===== config.mk =====
export PLATFORM = sky130hd
export DESIGN_NAME = multicycle_controller
export DESIGN_NICKNAME = d
export VERILOG_FILES = /design/src/rtl/multicycle_controller.sv
export SDC_FILE = /design/constraint.sdc
export NUM_CORES = 1
export LEC_CHECK = 0
export CORE_UTILIZATION = 45
export DETAILED_ROUTE_END_ITERATION = 12
export MAX_ROUTING_LAYER = met4
export PLACE_DENSITY_LB_ADDON = 0.08
export SYNTH_ARGS = -nofsm -noshare
export SYNTH_HDL_FRONTEND = slang
export SYNTH_SLANG_ARGS = --single-unit

===== constraint.sdc =====
create_clock -name clk -period 4.3 [get_ports clk]
set_input_delay 0.86 -clock clk [delete_from_list [all_inputs] [get_ports clk]]
set_output_delay 0.86 -clock clk [all_outputs]
set_load 0.005 [all_outputs]

===== src/rtl/multicycle_controller.sv =====
// ---------------------------------------------------------------------------
// multicycle_controller
//   Multicycle control unit for the ARM-subset processor. Each instruction is
//   sequenced through an FSM that shares one memory and one ALU. The NZCV
//   flags live here, and the condition field is evaluated in DECODE. Memory
//   wait states are honoured through MemReady. Retired instructions are
//   counted.
//
// Ports
//   clk, reset      clock and synchronous active-high reset
//   Instr[19:0]     instruction bits [31:12] from the instruction register
//   ALUFlags[3:0]   {N,Z,C,V} produced by the ALU this cycle
//   MemReady        memory completes the access this cycle
//   PCWrite, IRWrite, MemWrite, RegWrite   write enables (0 while reset high)
//   AdrSrc, ResultSrc, ALUSrcA, ALUSrcB, ALUControl, ImmSrc, RegSrc
//                   datapath steering
//   State[3:0]      current FSM state (debug)
//   InstrCount      retired-instruction counter, wraps modulo 2^CNT_W
// ---------------------------------------------------------------------------
module multicycle_controller #(
    parameter int ALUCTRL_W = 4,
    parameter bit MEM_WAIT  = 1'b1,
    parameter int CNT_W     = 32
) (
    input  logic                 clk,
    input  logic                 reset,
    input  logic [19:0]          Instr,
    input  logic [3:0]           ALUFlags,
    input  logic                 MemReady,
    output logic                 PCWrite,
    output logic                 AdrSrc,
    output logic                 IRWrite,
    output logic                 MemWrite,
    output logic                 RegWrite,
    output logic [1:0]           ResultSrc,
    output logic                 ALUSrcA,
    output logic [1:0]           ALUSrcB,
    output logic [ALUCTRL_W-1:0] ALUControl,
    output logic [1:0]           ImmSrc,
    output logic [1:0]           RegSrc,
    output logic [3:0]           State,
    output logic [CNT_W-1:0]     InstrCount
);

    localparam logic [3:0] S_FETCH    = 4'd0;
    localparam logic [3:0] S_DECODE   = 4'd1;
    localparam logic [3:0] S_MEMADR   = 4'd2;
    localparam logic [3:0] S_MEMREAD  = 4'd3;
    localparam logic [3:0] S_MEMWB    = 4'd4;
    localparam logic [3:0] S_MEMWRITE = 4'd5;
    localparam logic [3:0] S_EXECR    = 4'd6;
    localparam logic [3:0] S_EXECI    = 4'd7;
    localparam logic [3:0] S_ALUWB    = 4'd8;
    localparam logic [3:0] S_BRANCH   = 4'd9;

    localparam logic [ALUCTRL_W-1:0] ALU_ADD = ALUCTRL_W'(0);
    localparam logic [ALUCTRL_W-1:0] ALU_SUB = ALUCTRL_W'(1);
    localparam logic [ALUCTRL_W-1:0] ALU_AND = ALUCTRL_W'(2);
    localparam logic [ALUCTRL_W-1:0] ALU_ORR = ALUCTRL_W'(3);

    // Instruction fields; the port carries bits [31:12], so bit k is Instr[k-12].
    logic [3:0] cond;
    logic [1:0] op;
    logic       i_bit, u_bit, s_bit;
    logic [3:0] cmd, rd;
    logic       unused_rn;

    assign cond      = Instr[19:16];
    assign op        = Instr[15:14];
    assign i_bit     = Instr[13];
    assign cmd       = Instr[12:9];
    assign u_bit     = Instr[11];
    assign s_bit     = Instr[8];   // S for data processing, L for memory
    assign rd        = Instr[3:0];
    assign unused_rn = ^Instr[7:4];

    logic [3:0]       state_q, state_d;
    logic [3:0]       flags_q, flags_d;
    logic [CNT_W-1:0] cnt_q, cnt_d;

    // With MEM_WAIT=0 every memory access completes in a single cycle.
    logic mem_rdy;
    assign mem_rdy = MEM_WAIT ? MemReady : 1'b1;

    // Condition evaluation against the stored flags {N,Z,C,V}.
    logic cond_ex;
    always_comb begin
        logic n, z, c, v;
        {n, z, c, v} = flags_q;
        cond_ex = 1'b0;
        case (cond)
            4'b0000: cond_ex = z;
            4'b0001: cond_ex = ~z;
            4'b0010: cond_ex = c;
            4'b0011: cond_ex = ~c;
            4'b0100: cond_ex = n;
            4'b0101: cond_ex = ~n;
            4'b0110: cond_ex = v;
            4'b0111: cond_ex = ~v;
            4'b1000: cond_ex = c & ~z;
            4'b1001: cond_ex = ~c | z;
            4'b1010: cond_ex = (n == v);
            4'b1011: cond_ex = (n != v);
            4'b1100: cond_ex = ~z & (n == v);
            4'b1101: cond_ex = z | (n != v);
            4'b1110: cond_ex = 1'b1;
            default: cond_ex = 1'b0;
        endcase
    end

    // Data-processing decode. Unsupported commands execute as an ADD whose
    // result and flags are both discarded.
    logic [ALUCTRL_W-1:0] dp_ctl;
    logic                 dp_wb, dp_cmp, dp_arith;
    always_comb begin
        dp_ctl   = ALU_ADD;
        dp_wb    = 1'b0;
        dp_cmp   = 1'b0;
        dp_arith = 1'b0;
        case (cmd)
            4'b0100: begin dp_ctl = ALU_ADD; dp_wb = 1'b1; dp_arith = 1'b1; end
            4'b0010: begin dp_ctl = ALU_SUB; dp_wb = 1'b1; dp_arith = 1'b1; end
            4'b0000: begin dp_ctl = ALU_AND; dp_wb = 1'b1; end
            4'b1100: begin dp_ctl = ALU_ORR; dp_wb = 1'b1; end
            4'b1010: begin dp_ctl = ALU_SUB; dp_cmp = 1'b1; dp_arith = 1'b1; end
            default: ;
        endcase
    end

    logic pcw, irw, memw, regw;

    always_comb begin
        state_d    = state_q;
        flags_d    = flags_q;
        pcw        = 1'b0;
        irw        = 1'b0;
        memw       = 1'b0;
        regw       = 1'b0;
        AdrSrc     = 1'b0;
        ResultSrc  = 2'b00;
        ALUSrcA    = 1'b0;
        ALUSrcB    = 2'b00;
        ALUControl = ALU_ADD;
        case (state_q)
            S_FETCH: begin
                ALUSrcA   = 1'b1;
                ALUSrcB   = 2'b10;
                ResultSrc = 2'b10;
                pcw       = mem_rdy;
                irw       = mem_rdy;
                if (mem_rdy) state_d = S_DECODE;
            end
            S_DECODE: begin
                // ALUOut captures PC+8 for later use as R15.
                ALUSrcA   = 1'b1;
                ALUSrcB   = 2'b10;
                ResultSrc = 2'b10;
                if (!cond_ex || op == 2'b11) state_d = S_FETCH;
                else if (op == 2'b01)        state_d = S_MEMADR;
                else if (op == 2'b10)        state_d = S_BRANCH;
                else                         state_d = i_bit ? S_EXECI : S_EXECR;
            end
            S_MEMADR: begin
                ALUSrcB    = 2'b01;
                ALUControl = u_bit ? ALU_ADD : ALU_SUB;
                state_d    = s_bit ? S_MEMREAD : S_MEMWRITE;
            end
            S_MEMREAD: begin
                AdrSrc = 1'b1;
                if (mem_rdy) state_d = S_MEMWB;
            end
            S_MEMWB: begin
                ResultSrc = 2'b01;
                regw      = 1'b1;
                pcw       = (rd == 4'd15);
                state_d   = S_FETCH;
            end
            S_MEMWRITE: begin
                AdrSrc = 1'b1;
                memw   = 1'b1;
                if (mem_rdy) state_d = S_FETCH;
            end
            S_EXECR, S_EXECI: begin
                ALUSrcB    = (state_q == S_EXECI) ? 2'b01 : 2'b00;
                ALUControl = dp_ctl;
                if ((dp_wb || dp_cmp) && (s_bit || dp_cmp)) begin
                    flags_d[3:2] = ALUFlags[3:2];
                    if (dp_arith) flags_d[1:0] = ALUFlags[1:0];
                end
                state_d = dp_wb ? S_ALUWB : S_FETCH;
            end
            S_ALUWB: begin
                regw    = 1'b1;
                pcw     = (rd == 4'd15);
                state_d = S_FETCH;
            end
            S_BRANCH: begin
                ALUSrcB   = 2'b01;
                ResultSrc = 2'b10;
                pcw       = 1'b1;
                state_d   = S_FETCH;
            end
            default: state_d = S_FETCH;
        endcase
    end

    // An instruction retires on every entry into FETCH from another state.
    assign cnt_d = (state_d == S_FETCH && state_q != S_FETCH) ? cnt_q + CNT_W'(1) : cnt_q;

    always_ff @(posedge clk) begin
        if (reset) begin
            state_q <= S_FETCH;
            flags_q <= 4'b0000;
            cnt_q   <= '0;
        end else begin
            state_q <= state_d;
            flags_q <= flags_d;
            cnt_q   <= cnt_d;
        end
    end

    // Write enables are suppressed for the whole reset window.
    assign PCWrite    = pcw  & ~reset;
    assign IRWrite    = irw  & ~reset;
    assign MemWrite   = memw & ~reset;
    assign RegWrite   = regw & ~reset;
    assign ImmSrc     = op;
    assign RegSrc     = {op == 2'b01, op == 2'b10};
    assign State      = state_q;
    assign InstrCount = cnt_q;

endmodule


==> load_flow_metrics.sql <==
INSERT INTO impl_metrics (metric_group, metric, value, unit) VALUES
('worst_setup_path', 'cp_data_arrival_time', '3.68', 'ns'),
('floorplan', 'die_w', '76.9', 'µm'),
('cts', 'hold_buffers', '0', ''),
('cts', 'clock_tree.htree_level_count', '2', ''),
('floorplan', 'initial_core_utilization', '48.2', '%'),
('pwr', 'power_per_cell_area', '221', 'nW/µm²'),
('worst_setup_path', 'crit_fanout', '14', ''),
('placed_design', 'gpl.final_weighted_congestion', '0.782', ''),
('grt', 'grt_first_pass_wirelength', '10.2', 'mm'),
('timing', 'maximum_operating_frequency', '289', 'MHz'),
('worst_setup_path', 'crit_path_cell_trace', 'clkdlybuf4s50_1 > mux2_1 > a2bb2oi_1 > nand4_1 > o31ai_4 > o211ai_2 > or4_1 > a21oi_1', ''),
('route', 'drc', '0', ''),
('yosys', 'synth_enable_flop_cells', '0', ''),
('worst_setup_path', 'critical_path_class', 'input pin to flip-flop', ''),
('cts', 'cts_buffer_depth', '2', ''),
('finish', 'antenna-diode-count', '0', ''),
('floorplan', 'die_y', '76.9', 'µm'),
('yosys', 'synth_area_per_cell', '7.86', 'µm²'),
('route', 'route.vias.total', '2519', ''),
('worst_setup_path', 'worst_setup_path_start_kind', 'input pin', ''),
('floorplan', 'io_pins', '81', ''),
('yosys', 'synth-async-reset-ratio', '0', '%'),
('cts', 'insertion_delay', '0.29', 'ns'),
('worst_setup_path', 'crit_path_top_delay_cell', 'sky130_fd_sc_hd__clkdlybuf4s50_1', ''),
('floorplan', 'total_core_area', '5240', 'µm²'),
('grt', 'grt_pass1_vias', '2237', ''),
('finish', 'mostFrequentLayoutCells', 'sky130_fd_sc_hd__clkdlybuf4s50_1 (74), sky130_fd_sc_hd__dfxtp_1 (40), sky130_fd_sc_hd__nor2_1 (33), sky130_fd_sc_hd__a21oi_1 (27)', ''),
('route', 'dr.pass1.iters', '4', ''),
('route', 'vias_per_cell', '5.52', ''),
('timing', 'grt_setup_unrepaired', 'no', ''),
('cts', 'tritoncts', 'yes', ''),
('timing', 'final_min_period_over_clock_period', '80.5', '%'),
('worst_setup_path', 'critical_path.n_buffers_inverters', '1', ''),
('timing', 'timing.setup.tns', '0', 'ns'),
('hold_path', 'holdCritPathClass', 'flip-flop to flip-flop', ''),
('floorplan', 'die_area', '5910', 'µm²'),
('cts', 'tritoncts_num_sinks', '40', ''),
('route', 'number_of_drc_markers_after_the_initial_detailed_route_iteration', '111', ''),
('placed_design', 'hpwlAfterDp', '4.41', 'mm'),
('yosys', 'yosysTopAreaCell', 'sky130_fd_sc_hd__dfxtp_1', ''),
('pwr', 'p_leak', '0.00120', 'µW'),
('yosys', 'synth_sequential_area_ratio', '31.7', '%'),
('status', 'outcome', 'completed', ''),
('finish', 'layout-drive-gt1-share', '4.15', '%'),
('grt', 'overflow', '0', ''),
('yosys', 'synth-warning-count', '0', ''),
('finish', 'flow.area_growth_from_synthesis', '33.7', '%'),
('yosys', 'synth_area_leaders', 'sky130_fd_sc_hd__dfxtp_1 (32%), sky130_fd_sc_hd__a21oi_1 (5.4%), sky130_fd_sc_hd__nor2_1 (4.9%), sky130_fd_sc_hd__or3_1 (4.5%), sky130_fd_sc_hd__mux2i_1 (4.0%)', ''),
('timing', 'worst_clock_skew', '0.00706', 'ns'),
('finish', 'design.final.nets', '417', ''),
('pwr', 'power.ir.vdd_worst', '0.217', 'mV'),
('worst_setup_path', 'kind_of_end_point_of_the_critical_path', 'flip-flop', ''),
('timing', 'slew_headroom', '39.1', '%'),
('yosys', 'mappedNetlistArea', '2520', 'µm²'),
('timing', 'report.final.setup_viol', '0', ''),
('yosys', 'syn-instance-count', '321', ''),
('route', 'routedWlPerCell', '13.3', 'µm'),
('worst_setup_path', 'critPathTopFamily', 'compound AO/OA/AOI/OAI gates', ''),
('cts', 'worst_setup_hold_path_clk_slew', '0.08', 'ns'),
('finish', 'layout.cells.most_common', 'sky130_fd_sc_hd__clkdlybuf4s50_1', ''),
('finish', 'multi_input_comb_area', '1580', 'µm²'),
('cts', 'cts_resized', '0', ''),
('timing', 'report.final.hold_viol_count', '0', ''),
('yosys', 'synthDominantCellAreaShare', '31.7', '%'),
('cts', 'cts_buffers', '5', ''),
('worst_setup_path', 'cp.required', '4.52', 'ns'),
('floorplan', 'rows', '26', ''),
('grt', 'antenna_violations_before_repair', '0', ''),
('run', 'max_cap_violations', '0', ''),
('yosys', 'synth.distinct_cells', '52', ''),
('cts', 'post_cts_setup_bufs', '0', '');
-- sequential cells by signal, indices dropped and copies added (netlist names) --
name        flops
InstrCount     32
State           4
flags_q         4
-- final cells by class --
cell class	count	share of cell area, %
Multi-Input combinational cell	247	46.7
Inverter	13	1.45
Timing Repair Buffer	78	22.8
Sequential cell	40	23.7
Tap cell	70	2.60
Clock buffer	8	2.67
-- report_power, final --
part / internal, µW / leakage (µW) / switching, µW / total [µW]
clock: 131 / 0.0000455 / 127 / 258
sequential: 373 / 0.000322 / 8.00 / 381
combinational: 56.0 / 0.000831 / 51.0 / 107
total: 560 / 0.00120 / 186 / 746
-- kinds of logic (layout without fill, tap and decap cells) --
| family | Yosys count | in the layout | synth area share (%) |
|---|---|---|---|
| muxes | 12 | 12 | 4.86 |
| DFF | 40 | 40 | 31.7 |
| AOI/OAI and AO/OA | 78 | 78 | 20.4 |
| other | 1 | 2 | 0.149 |
| buffers and inverters | 35 | 99 | 6.20 |
| xor gates and xnor gates | 13 | 13 | 4.51 |
| adders and majority gates | 5 | 5 | 2.48 |
| and+or+nand+nor | 137 | 137 | 29.6 |
-- final timing paths --
check	startpoint	to	slack, ns	cells after the start
worst max-delay path	Instr[18]	InstrCount[19]$_SDFFE_PP0P_	0.84	8
worst min-delay path	InstrCount[28]$_SDFFE_PP0P_	InstrCount[28]$_SDFFE_PP0P_	0.51	2
worst max register to register	State[1]$_SDFF_PP0_	InstrCount[27]$_SDFFE_PP0P_	1.57	7
worst min register to register	InstrCount[28]$_SDFFE_PP0P_	InstrCount[28]$_SDFFE_PP0P_	0.51	2
-- through the flow --
| step | power, µW | cells | hold slack (ns) | setup slack (ns) | cell area [µm²] |
|---|---|---|---|---|---|
| after global placement | 495 | 448 | 0.478 | 0.562 | 3280 |
| after global routing | 778 | 456 | 0.526 | 0.534 | 3370 |
| after floorplan | 446 | 322 | 0.481 | 1.37 | 2530 |
| after detailed placement | 497 | 448 | 0.498 | 0.509 | 3280 |
| after CTS | 753 | 456 | 0.510 | 0.821 | 3370 |
| final | 746 | 456 | 0.506 | 0.840 | 3370 |
-- cells in the mapped netlist (6+ instances only) --
library cell	count
sky130_fd_sc_hd__dfxtp_1	40
sky130_fd_sc_hd__nor2_1	33
sky130_fd_sc_hd__a21oi_1	27
sky130_fd_sc_hd__nand2_1	18
sky130_fd_sc_hd__or3_1	18
sky130_fd_sc_hd__o21ai_0	16
sky130_fd_sc_hd__inv_1	13
sky130_fd_sc_hd__nand3_1	11
sky130_fd_sc_hd__clkbuf_1	10
sky130_fd_sc_hd__mux2i_1	10
sky130_fd_sc_hd__and3_1	9
sky130_fd_sc_hd__nor3_1	9
sky130_fd_sc_hd__xor2_1	9
sky130_fd_sc_hd__buf_2	8
sky130_fd_sc_hd__o2111ai_1	8
sky130_fd_sc_hd__and2_1	6
sky130_fd_sc_hd__nand4_1	6
-- per-layer routing --
layer | routed length, µm | global-route usage, % | vias to the layer above
met5 | 0 | - | -
met3 | 435 | 5.00 | 5
met1 | 2790 | 27.0 | 1137
met4 | 54 | 5.77 | 0
met2 | 2790 | 34.8 | 80
li1 | - | - | 1297
-- worst register-to-register path: cells and delay by family (launching register included) --
kind                      cells  cell delay, ns
and+or+nand+nor               5            1.47
DFF                           1            0.67
AOI/OAI and AO/OA             1            0.27
xor gates and xnor gates      1            0.20
(Power assumes the default switching activity.)
